[src/rtl/mem_access_pkg.sv]
// Shared definitions for the data-memory load/store initiator: op codes,
// FSM states, memory geometry and lane widths.
package mem_access_pkg;

    localparam int unsigned WORD_W            = 32;
    localparam int unsigned HALF_W            = 16;
    localparam int unsigned BYTE_W            = 8;
    localparam int unsigned LANE_W            = 2;
    localparam int unsigned OP_W              = 3;
    localparam int unsigned MEM_WORDS_DEFAULT = 8192;

    localparam logic [OP_W-1:0] OP_LB  = 3'd0;
    localparam logic [OP_W-1:0] OP_LBU = 3'd1;
    localparam logic [OP_W-1:0] OP_LH  = 3'd2;
    localparam logic [OP_W-1:0] OP_LHU = 3'd3;
    localparam logic [OP_W-1:0] OP_LW  = 3'd4;
    localparam logic [OP_W-1:0] OP_SB  = 3'd5;
    localparam logic [OP_W-1:0] OP_SH  = 3'd6;
    localparam logic [OP_W-1:0] OP_SW  = 3'd7;

    typedef enum logic [2:0] {
        IDLE = 3'd0,
        RD   = 3'd1,
        RESP = 3'd2,
        WR   = 3'd3,
        DONE = 3'd4
    } stateT;

    // Loads occupy the low op codes, stores the high ones.
    function automatic logic isLoad(input logic [OP_W-1:0] op);
        return op <= OP_LW;
    endfunction

endpackage

[src/rtl/byte_lane_unit.sv]
// Combinational lane logic for sub-word accesses (little-endian).
//   word      : 32-bit word read from memory
//   wdata     : store data (SB uses [7:0], SH uses [15:0])
//   lane      : byte address low bits
//   op        : access op code
//   loadData  : extracted, sign/zero-extended load result
//   mergeData : word with the store lane replaced (wdata for SW)
import mem_access_pkg::*;

module byte_lane_unit (
    input  logic [WORD_W-1:0] word,
    input  logic [WORD_W-1:0] wdata,
    input  logic [LANE_W-1:0] lane,
    input  logic [OP_W-1:0]   op,
    output logic [WORD_W-1:0] loadData,
    output logic [WORD_W-1:0] mergeData
);

    logic [BYTE_W-1:0] byteSel;
    logic [HALF_W-1:0] halfSel;

    // Extract the addressed byte/halfword and extend it.
    always_comb begin
        byteSel  = word[{lane, 3'b000} +: BYTE_W];
        halfSel  = word[{lane[1], 4'b0000} +: HALF_W];
        loadData = word;
        case (op)
            OP_LB:   loadData = {{(WORD_W-BYTE_W){byteSel[BYTE_W-1]}}, byteSel};
            OP_LBU:  loadData = {{(WORD_W-BYTE_W){1'b0}}, byteSel};
            OP_LH:   loadData = {{(WORD_W-HALF_W){halfSel[HALF_W-1]}}, halfSel};
            OP_LHU:  loadData = {{(WORD_W-HALF_W){1'b0}}, halfSel};
            default: loadData = word;
        endcase
    end

    // Replace the addressed lane with store data.
    always_comb begin
        mergeData = word;
        case (op)
            OP_SB:   mergeData[{lane, 3'b000} +: BYTE_W]    = wdata[BYTE_W-1:0];
            OP_SH:   mergeData[{lane[1], 4'b0000} +: HALF_W] = wdata[HALF_W-1:0];
            OP_SW:   mergeData = wdata;
            default: mergeData = word;
        endcase
    end

endmodule

[src/rtl/mem_access_unit.sv]
// Load/store initiator for a word-organised data memory. One request at a
// time; byte/halfword stores are done as read-modify-write.
//   clk, reset          : clock, synchronous active-high reset
//   req, op, addr, wdata: request (sampled only in IDLE)
//   busy, done, err     : status; done is a one-cycle pulse, err valid with done
//   rdata               : extended load result, updated only by good loads
//   readEn, writeEn     : memory strobes
//   address, dataIn     : memory word-aligned byte address and write data
//   dataOut             : memory read data, registered on the readEn edge
import mem_access_pkg::*;

module mem_access_unit #(
    parameter int unsigned MEM_WORDS = MEM_WORDS_DEFAULT,
    parameter int unsigned ADDR_W    = 32,
    parameter int unsigned DATA_W    = 32
) (
    input  logic              clk,
    input  logic              reset,
    input  logic              req,
    input  logic [OP_W-1:0]   op,
    input  logic [ADDR_W-1:0] addr,
    input  logic [DATA_W-1:0] wdata,
    output logic              busy,
    output logic              done,
    output logic              err,
    output logic [DATA_W-1:0] rdata,
    output logic              readEn,
    output logic              writeEn,
    output logic [ADDR_W-1:0] address,
    output logic [DATA_W-1:0] dataIn,
    input  logic [DATA_W-1:0] dataOut
);

    stateT             state, nextState;
    logic [OP_W-1:0]   opQ;
    logic [LANE_W-1:0] laneQ;
    logic [DATA_W-1:0] wdataQ;
    logic              accept, reject, badReq;
    logic [DATA_W-1:0] loadData, mergeData;

    byte_lane_unit laneUnit (
        .word      (dataOut),
        .wdata     (wdataQ),
        .lane      (laneQ),
        .op        (opQ),
        .loadData  (loadData),
        .mergeData (mergeData)
    );

    // Alignment and range check on the incoming request.
    always_comb begin
        badReq = 1'b0;
        if ((op == OP_LH || op == OP_LHU || op == OP_SH) && addr[0])
            badReq = 1'b1;
        if ((op == OP_LW || op == OP_SW) && (addr[1:0] != 2'b00))
            badReq = 1'b1;
        if ((addr >> 2) >= ADDR_W'(MEM_WORDS))
            badReq = 1'b1;
    end

    // Next-state logic.
    always_comb begin
        nextState = state;
        accept    = 1'b0;
        reject    = 1'b0;
        case (state)
            IDLE: begin
                if (req) begin
                    accept = 1'b1;
                    if (badReq) begin
                        reject    = 1'b1;
                        nextState = DONE;
                    end else if (op == OP_SW) begin
                        nextState = WR;
                    end else begin
                        nextState = RD;
                    end
                end
            end
            RD:      nextState = RESP;
            RESP:    nextState = isLoad(opQ) ? DONE : WR;
            WR:      nextState = DONE;
            DONE:    nextState = IDLE;
            default: nextState = IDLE;
        endcase
    end

    // State, request capture and registered (state-decoded) outputs.
    always_ff @(posedge clk) begin
        if (reset) begin
            state   <= IDLE;
            busy    <= 1'b0;
            done    <= 1'b0;
            err     <= 1'b0;
            readEn  <= 1'b0;
            writeEn <= 1'b0;
            address <= '0;
            dataIn  <= '0;
            rdata   <= '0;
            opQ     <= OP_LB;
            laneQ   <= '0;
            wdataQ  <= '0;
        end else begin
            state   <= nextState;
            busy    <= (nextState != IDLE);
            done    <= (nextState == DONE);
            err     <= reject;
            readEn  <= (nextState == RD);
            writeEn <= (nextState == WR);
            if (accept) begin
                opQ     <= op;
                laneQ   <= addr[1:0];
                wdataQ  <= wdata;
                address <= {addr[ADDR_W-1:2], 2'b00};
                // SW skips the read, so its write data comes straight in.
                if (nextState == WR)
                    dataIn <= wdata;
            end
            if (state == RESP) begin
                if (isLoad(opQ))
                    rdata  <= loadData;
                else
                    dataIn <= mergeData;
            end
        end
    end

endmodule

[config.mk]
export PLATFORM = sky130hd
export DESIGN_NAME = mem_access_unit
export DESIGN_NICKNAME = d
export VERILOG_FILES = /design/src/rtl/mem_access_pkg.sv /design/src/rtl/byte_lane_unit.sv /design/src/rtl/mem_access_unit.sv
export SDC_FILE = /design/constraint.sdc
export NUM_CORES = 1
export LEC_CHECK = 0
export ABC_AREA = 1
export CORE_ASPECT_RATIO = 1.5
export CORE_UTILIZATION = 45
export DETAILED_ROUTE_END_ITERATION = 7
export GPL_ROUTABILITY_DRIVEN = 1
export GPL_TIMING_DRIVEN = 1
export PLACE_DENSITY_LB_ADDON = 0.08
export SETUP_SLACK_MARGIN = 0.05
export SYNTH_ARGS = -nofsm -noshare
export SYNTH_HDL_FRONTEND = slang
export SYNTH_SLANG_ARGS = --single-unit
[constraint.sdc]
create_clock -name clk -period 2.81 [get_ports clk]
set_input_delay 0.281 -clock clk [delete_from_list [all_inputs] [get_ports clk]]
set_output_delay 0.281 -clock clk [all_outputs]
set_load 0.05 [all_outputs]
* After elaboration in Yosys (flattened, before gate mapping)
Cells that the tools add are included. W data, S select, Z words.
Word-level totals: flip-flop bits (word level) 139, input bits 102, output and inout bits 101
Operators by class: add/subtract/negate cells 2, magnitude comparators 2, equal/unequal tests 17, shift operators 6, mux-type cells 19, bitwise logic cells 2, reductions and logical operators 11
Operator list (count):
- $mux W32 | 4
- $pmux W32 S4 | 1
- $pmux W32 S3 | 1
- $bwmux W32 | 2
- $shift A16 B7 Y32 const A | 1
- $shift A8 B7 Y32 const A | 1
- $shiftx A16 B7 Y32 | 1
- $shiftx A32 B6 Y16 | 1
- $shiftx A32 B6 Y8 | 1
- $shiftx A8 B7 Y32 | 1
- $ge A30 B14 Y1 const B | 1
- $eq A3 B2 Y1 const B | 7
- $eq A3 B3 Y1 const B | 7
- $neg A5 Y7 | 2
- $pmux W3 S4 | 1
- $eq A3 B1 Y1 const B | 3
- $mux W3 | 3
- $logic_not A3 Y1 | 2
- $mux W1 | 6
- $le A3 B3 Y1 const B | 1
- $logic_or A1 B1 Y1 | 3
- $reduce_bool A3 Y1 | 1
- $reduce_or A3 Y1 | 1
- $logic_and A1 B1 Y1 | 2
- 4 further kinds | 5

* Logic depth before layout (Yosys ltp)
word-level depth 15, mapped depth 16, gate-level depth less buffers 15

* By module
From an unflattened synthesis, not the netlist that was laid out.
Unflattened totals: cells, all modules 1375, area total of the unflattened synthesis 8239.2 um^2
Modules (own cells, without submodules):
- mem_access_unit | times used 1, cells each 776, area an instance 5596.6 um^2
- byte_lane_unit | times used 1, cells each 599, area an instance 2642.5 um^2

* Worst setup path after synthesis
No wires, ideal clock.
kind register to register, start point reg laneQ[1], end point reg dataIn[7], library setup time 56 ps, data arrival time 2241 ps, path slack 513 ps, stages on the path, launching flop included 14, period minus slack after synthesis 2297 ps, cells stage by stage dfxtp_1 > inv_1 > buf_2 > clkbuf_1 > ha_1 > buf_2 > clkinv_1 > buf_2 > o31ai_1 > o211ai_1 > a31o_2 > inv_1 > nand2_1 > inv_1
On the way: word-level cells in the longest chain between the ends 6, elaborated cells between the ends (all ways) 11, classes of those cells add/sub: 2; shift: 4; mux: 5
RTL lines:
- start, declared | line mem_access_unit.sv:36 | logic [LANE_W-1:0] laneQ;
- start signal, assigned | line mem_access_unit.sv:112 | laneQ <= addr[1:0];
- $neg A5 Y7 (on tied branches) | line byte_lane_unit.sv:41, byte_lane_unit.sv:40
- $shiftx A16 B7 Y32 (tied with other cells) | line byte_lane_unit.sv:41 | OP_SH: mergeData[{lane[1], 4'b0000} +: HALF_W] = wdata[HALF_W-1:0];
- $bwmux W32 (on tied branches) | line byte_lane_unit.sv:41, byte_lane_unit.sv:40
- $pmux W32 S3 (*) | line byte_lane_unit.sv:39 | case (op)
- $mux W32 (*) | line mem_access_unit.sv:120 | if (isLoad(opQ))
- $mux W32 (*) | line mem_access_unit.sv:119 | if (state == RESP) begin
- end signal, assigned | line mem_access_unit.sv:117 | dataIn <= wdata;
- end signal, assigned | line mem_access_unit.sv:123 | dataIn <= mergeData;
- end, declared | line mem_access_unit.sv:30 | output logic [DATA_W-1:0] dataIn,
Mark *: on every way between the ends. The rest lies on a longest branch, timed or not. A chain may end at the register's enable or synchronous reset.

* Final worst setup path
start point reg opQ[0], end point reg dataIn[18]
On the way: word-level cells in the longest chain between the ends 8, elaborated cells between the ends (all ways) 12, classes of those cells order compare: 1; eq/ne: 4; mux: 7
RTL lines:
- start, declared | line mem_access_unit.sv:35 | logic [OP_W-1:0] opQ;
- start signal, assigned | line mem_access_unit.sv:111 | opQ <= op;
- $le A3 B3 Y1 | line mem_access_pkg.sv:31 | return op <= OP_LW;
- $mux W3 | line mem_access_unit.sv:81 | RESP: nextState = isLoad(opQ) ? DONE : WR;
- $pmux W3 S4 | line mem_access_unit.sv:66 | case (state)
- $eq A3 B2 Y1 | line mem_access_unit.sv:116 | if (nextState == WR)
- $mux W32 | line mem_access_unit.sv:116
- $mux W32 | line mem_access_unit.sv:110 | if (accept) begin
- $mux W32 | line mem_access_unit.sv:120
- $mux W32 (*) | line mem_access_unit.sv:119
Marks and branches as above.

==> results.md <==
* Final hold violations at 0
* Routed vias/inst at ~5.5
* Overflow after GRT at 0
* P_int at around 3.6 mW
* Switch Pwr at 1.55 mW
* Reg power frac at between 40 and 50%
* Final nets at between 1000 and 1500
* Worst-skew pair later-pin latency at ~430 ps
* Crit Path Category: flip-flop to flip-flop
* Design area at 10000 um2
* Initial antenna violation count at 0
* Yosys top cell by area: dfxtp_1
* Post-synthesis sequential area ratio at a little under two fifths
* Hold WS at approximately 460 ps
* ANT cells at 0
* Wire per inst at 18.3 um
* Worst vdd ir at 0.348 mV
* Power Total at just over 5 mW
* ANT nets after route at 0
* Pre-CTS WS at about 260 ps
* Final setup TNS at 0 ps
* Largest net degree at the start of global routing at 73
* Ys flop type: dfxtp_1
* Vias in the first global route at 7800
* CP Launch Type: flip-flop
* Post-synth EDFFs at 0
* Area after DPL at 9500 um2
* Area Growth Syn to Fin at 35.5%
* Flops & latches, synth at around 140
* Ranking of synthesized cells by area: dfxtp_1, o21ai_0, nand2_1, inv_1, nor2_1
* Num CTS Buffers at 17
* Post-DP HPWL at 19300 um
* Leakage at between 4 and 5 nW
* Residual DRC at 0
* Post-Syn Area per Cell at between 6 and 7 um2
* RSZ-0062 raised after global routing: false
* Clk Tree Root Cell: clkbuf_16
* Total number of yosys warnings at 0
* Outcome: finished clean
* Initial DRT Pass Iterations at 5
* Sink Count at about 140
* Max Clk Rate at between 0.4 and 0.5 GHz
* Share of cells above drive strength 1 at 6.03%
* Asr flop ratio synth at 0%
* Die Ht at 159 um
* Relative slew margins at approximately a fifth
* Worst Max-Slew Pin Slew at approximately 1200 ps
* CTS clk-pin slew, worst paths at ~60 ps
* Core Area at 16100 um2
* CP required at around 3200 ps
* Post-Synthesis Cells at approximately 1100
* Post-synth top cells: nand2_1, dfxtp_1, o21ai_0
* Mapped Area at 7410 um2
* Cts-stage hold buffer count at 0
* Most common cell in the synthesized netlist: nand2_1
* Comb pwr share at between 10% and 20%
* First-pass GRT wire length at ~42000 um
* Synth cell types at 38
* Post-CTS Setup Inserts at 0
* PortBufs at 200
* Max Cap Violations at 0
* # setup viols final at 0
* Die width at between 100 and 150 um
* Initial detailed-routing violation count at 608
* Net Sw Frac at a little under a third
* Min-Delay Path Class: input pin to flip-flop
* Rows at 57
* Die ar. at between 15000 and 20000 um2
* Crit path max fanout at 28
* Setup ws final at about 400 ps
* Gates resized, CTS repair at 0
* CTS tree: yes
* Area share of the largest cell type after synthesis at between 30 and 40%
* Final Slew Violations at 0
* Crit path DAT at roughly 2800 ps
* H-tree depth at 4
* Initial Util at 46.0%
* CP endpoint kind: flip-flop
* Vias at ~8100
* Final Routed Wirelength at about 27000 um
* Power share of the clock group at between 40 and 50%
* Final Skew at a little under 10 ps
* Period Utilization, post-route at 86.0%
* Overall Global Routing Usage at around 32%
* Minimum clock period at roughly 2400 ps
* FILL cells at 1541
* Num ports at between 200 and 250
* Power Dens Cells at just over 500 nW/um2
* Max clock buf depth at 2
* GPL Wtd Cong at between 0.9 and 1
==> cells by family after synthesis <==
| logic type | share of synthesized area (%) |
|---|---|
| fa+ha+maj | 0.844 |
| buf+inv | 12.4 |
| flops | 37.6 |
| compound gates | 25.2 |
| other cells | 0.0506 |
| simple gates | 24.0 |
==> layer usage <==
metal / up-vias / global-route usage [%] / part of all wire [%]
li1: 4002 / - / -
met1: 3686 / 36.7 / 38
met2: 370 / 52.6 / 48
met3: 79 / 8.10 / 7.5
met4: 0 / 21.2 / 6.1
met5: - / 0 / 0
==> through the flow <==
| step | instances | util (%) |
|---|---|---|
| after global routing | 1467 | 62.3 |
| after detailed placement | 1435 | 58.9 |
| after CTS | 1467 | 62.3 |
| final | 1467 | 62.3 |
| after global placement | 1435 | 58.9 |
| after floorplan | 1089 | - |
==> sequential cells by signal, summed over array words and instances (netlist names) <==
register	cells
dataIn	32
rdata	32
wdataQ	32
address	30
opQ	3
state	3
laneQ	2
busy	1
done	1
err	1
readEn	1
writeEn	1
==> final cells by class <==
cell class	instances	area (um2)	area share, %
Timing Repair Buffer	227	2230	22.2
Tap cell	206	258	2.57
Inverter	134	503	5.01
Clock buffer	24	482	4.80
Sequential cell	139	2780	27.7
Clock inverter	8	61.3	0.611
Multi-Input combinational cell	729	3720	37.1
==> worst paths after layout <==
path	start	endpoint	slack [ps]	cells after the start
setup / recovery	opQ[0]$_SDFFE_PP0P_	dataIn[18]$_SDFF_PP0_	390	8
hold / removal	addr[29]	address[29]$_SDFFE_PP0P_	460	3
setup reg to reg	opQ[0]$_SDFFE_PP0P_	dataIn[18]$_SDFF_PP0_	390	8
hold reg to reg	address[13]$_SDFFE_PP0P_	address[13]$_SDFFE_PP0P_	480	2
==> placed cells by master, fill, tap and decap left out, types with 3 or more instances in the layout <==
master	count
a31oi_1	10
o221ai_1	9
o21ai_1	5
inv_2	3
clkinv_4	3
clkbuf_1	4
o31ai_1	15
dfxtp_1	139
o21ai_0	139
nand4_1	41
o211ai_1	50
nand3_1	69
a31o_2	6
clkbuf_16	17
nor3_1	5
a211oi_1	3
buf_4	25
nand2_1	157
a21oi_1	62
o2111ai_1	8
inv_1	129
ha_1	5
clkdlybuf4s50_1	200
nor2_1	126
clkbuf_8	3
==> power groups by stage <==
stage	Sequential (mW)	Clock (mW)	Combinational, mW
after floorplan	2.26	0	0.398
after global placement	2.15	0	0.926
after detailed placement	2.15	0	0.928
after CTS	2.11	2.12	0.933
after global routing	2.11	2.20	1.01
final	2.11	2.09	0.945
==> worst max-delay path, stage by stage (launching register included) <==
cell,delay (ps)
dfxtp_1,430
nand2_2,200
nor2_2,930
o21ai_0,220
a21oi_1,180
a31oi_1,90
a21oi_1,180
nand2_1,70
inv_1,40
No activity file was read; power rests on OpenSTA's default activity.
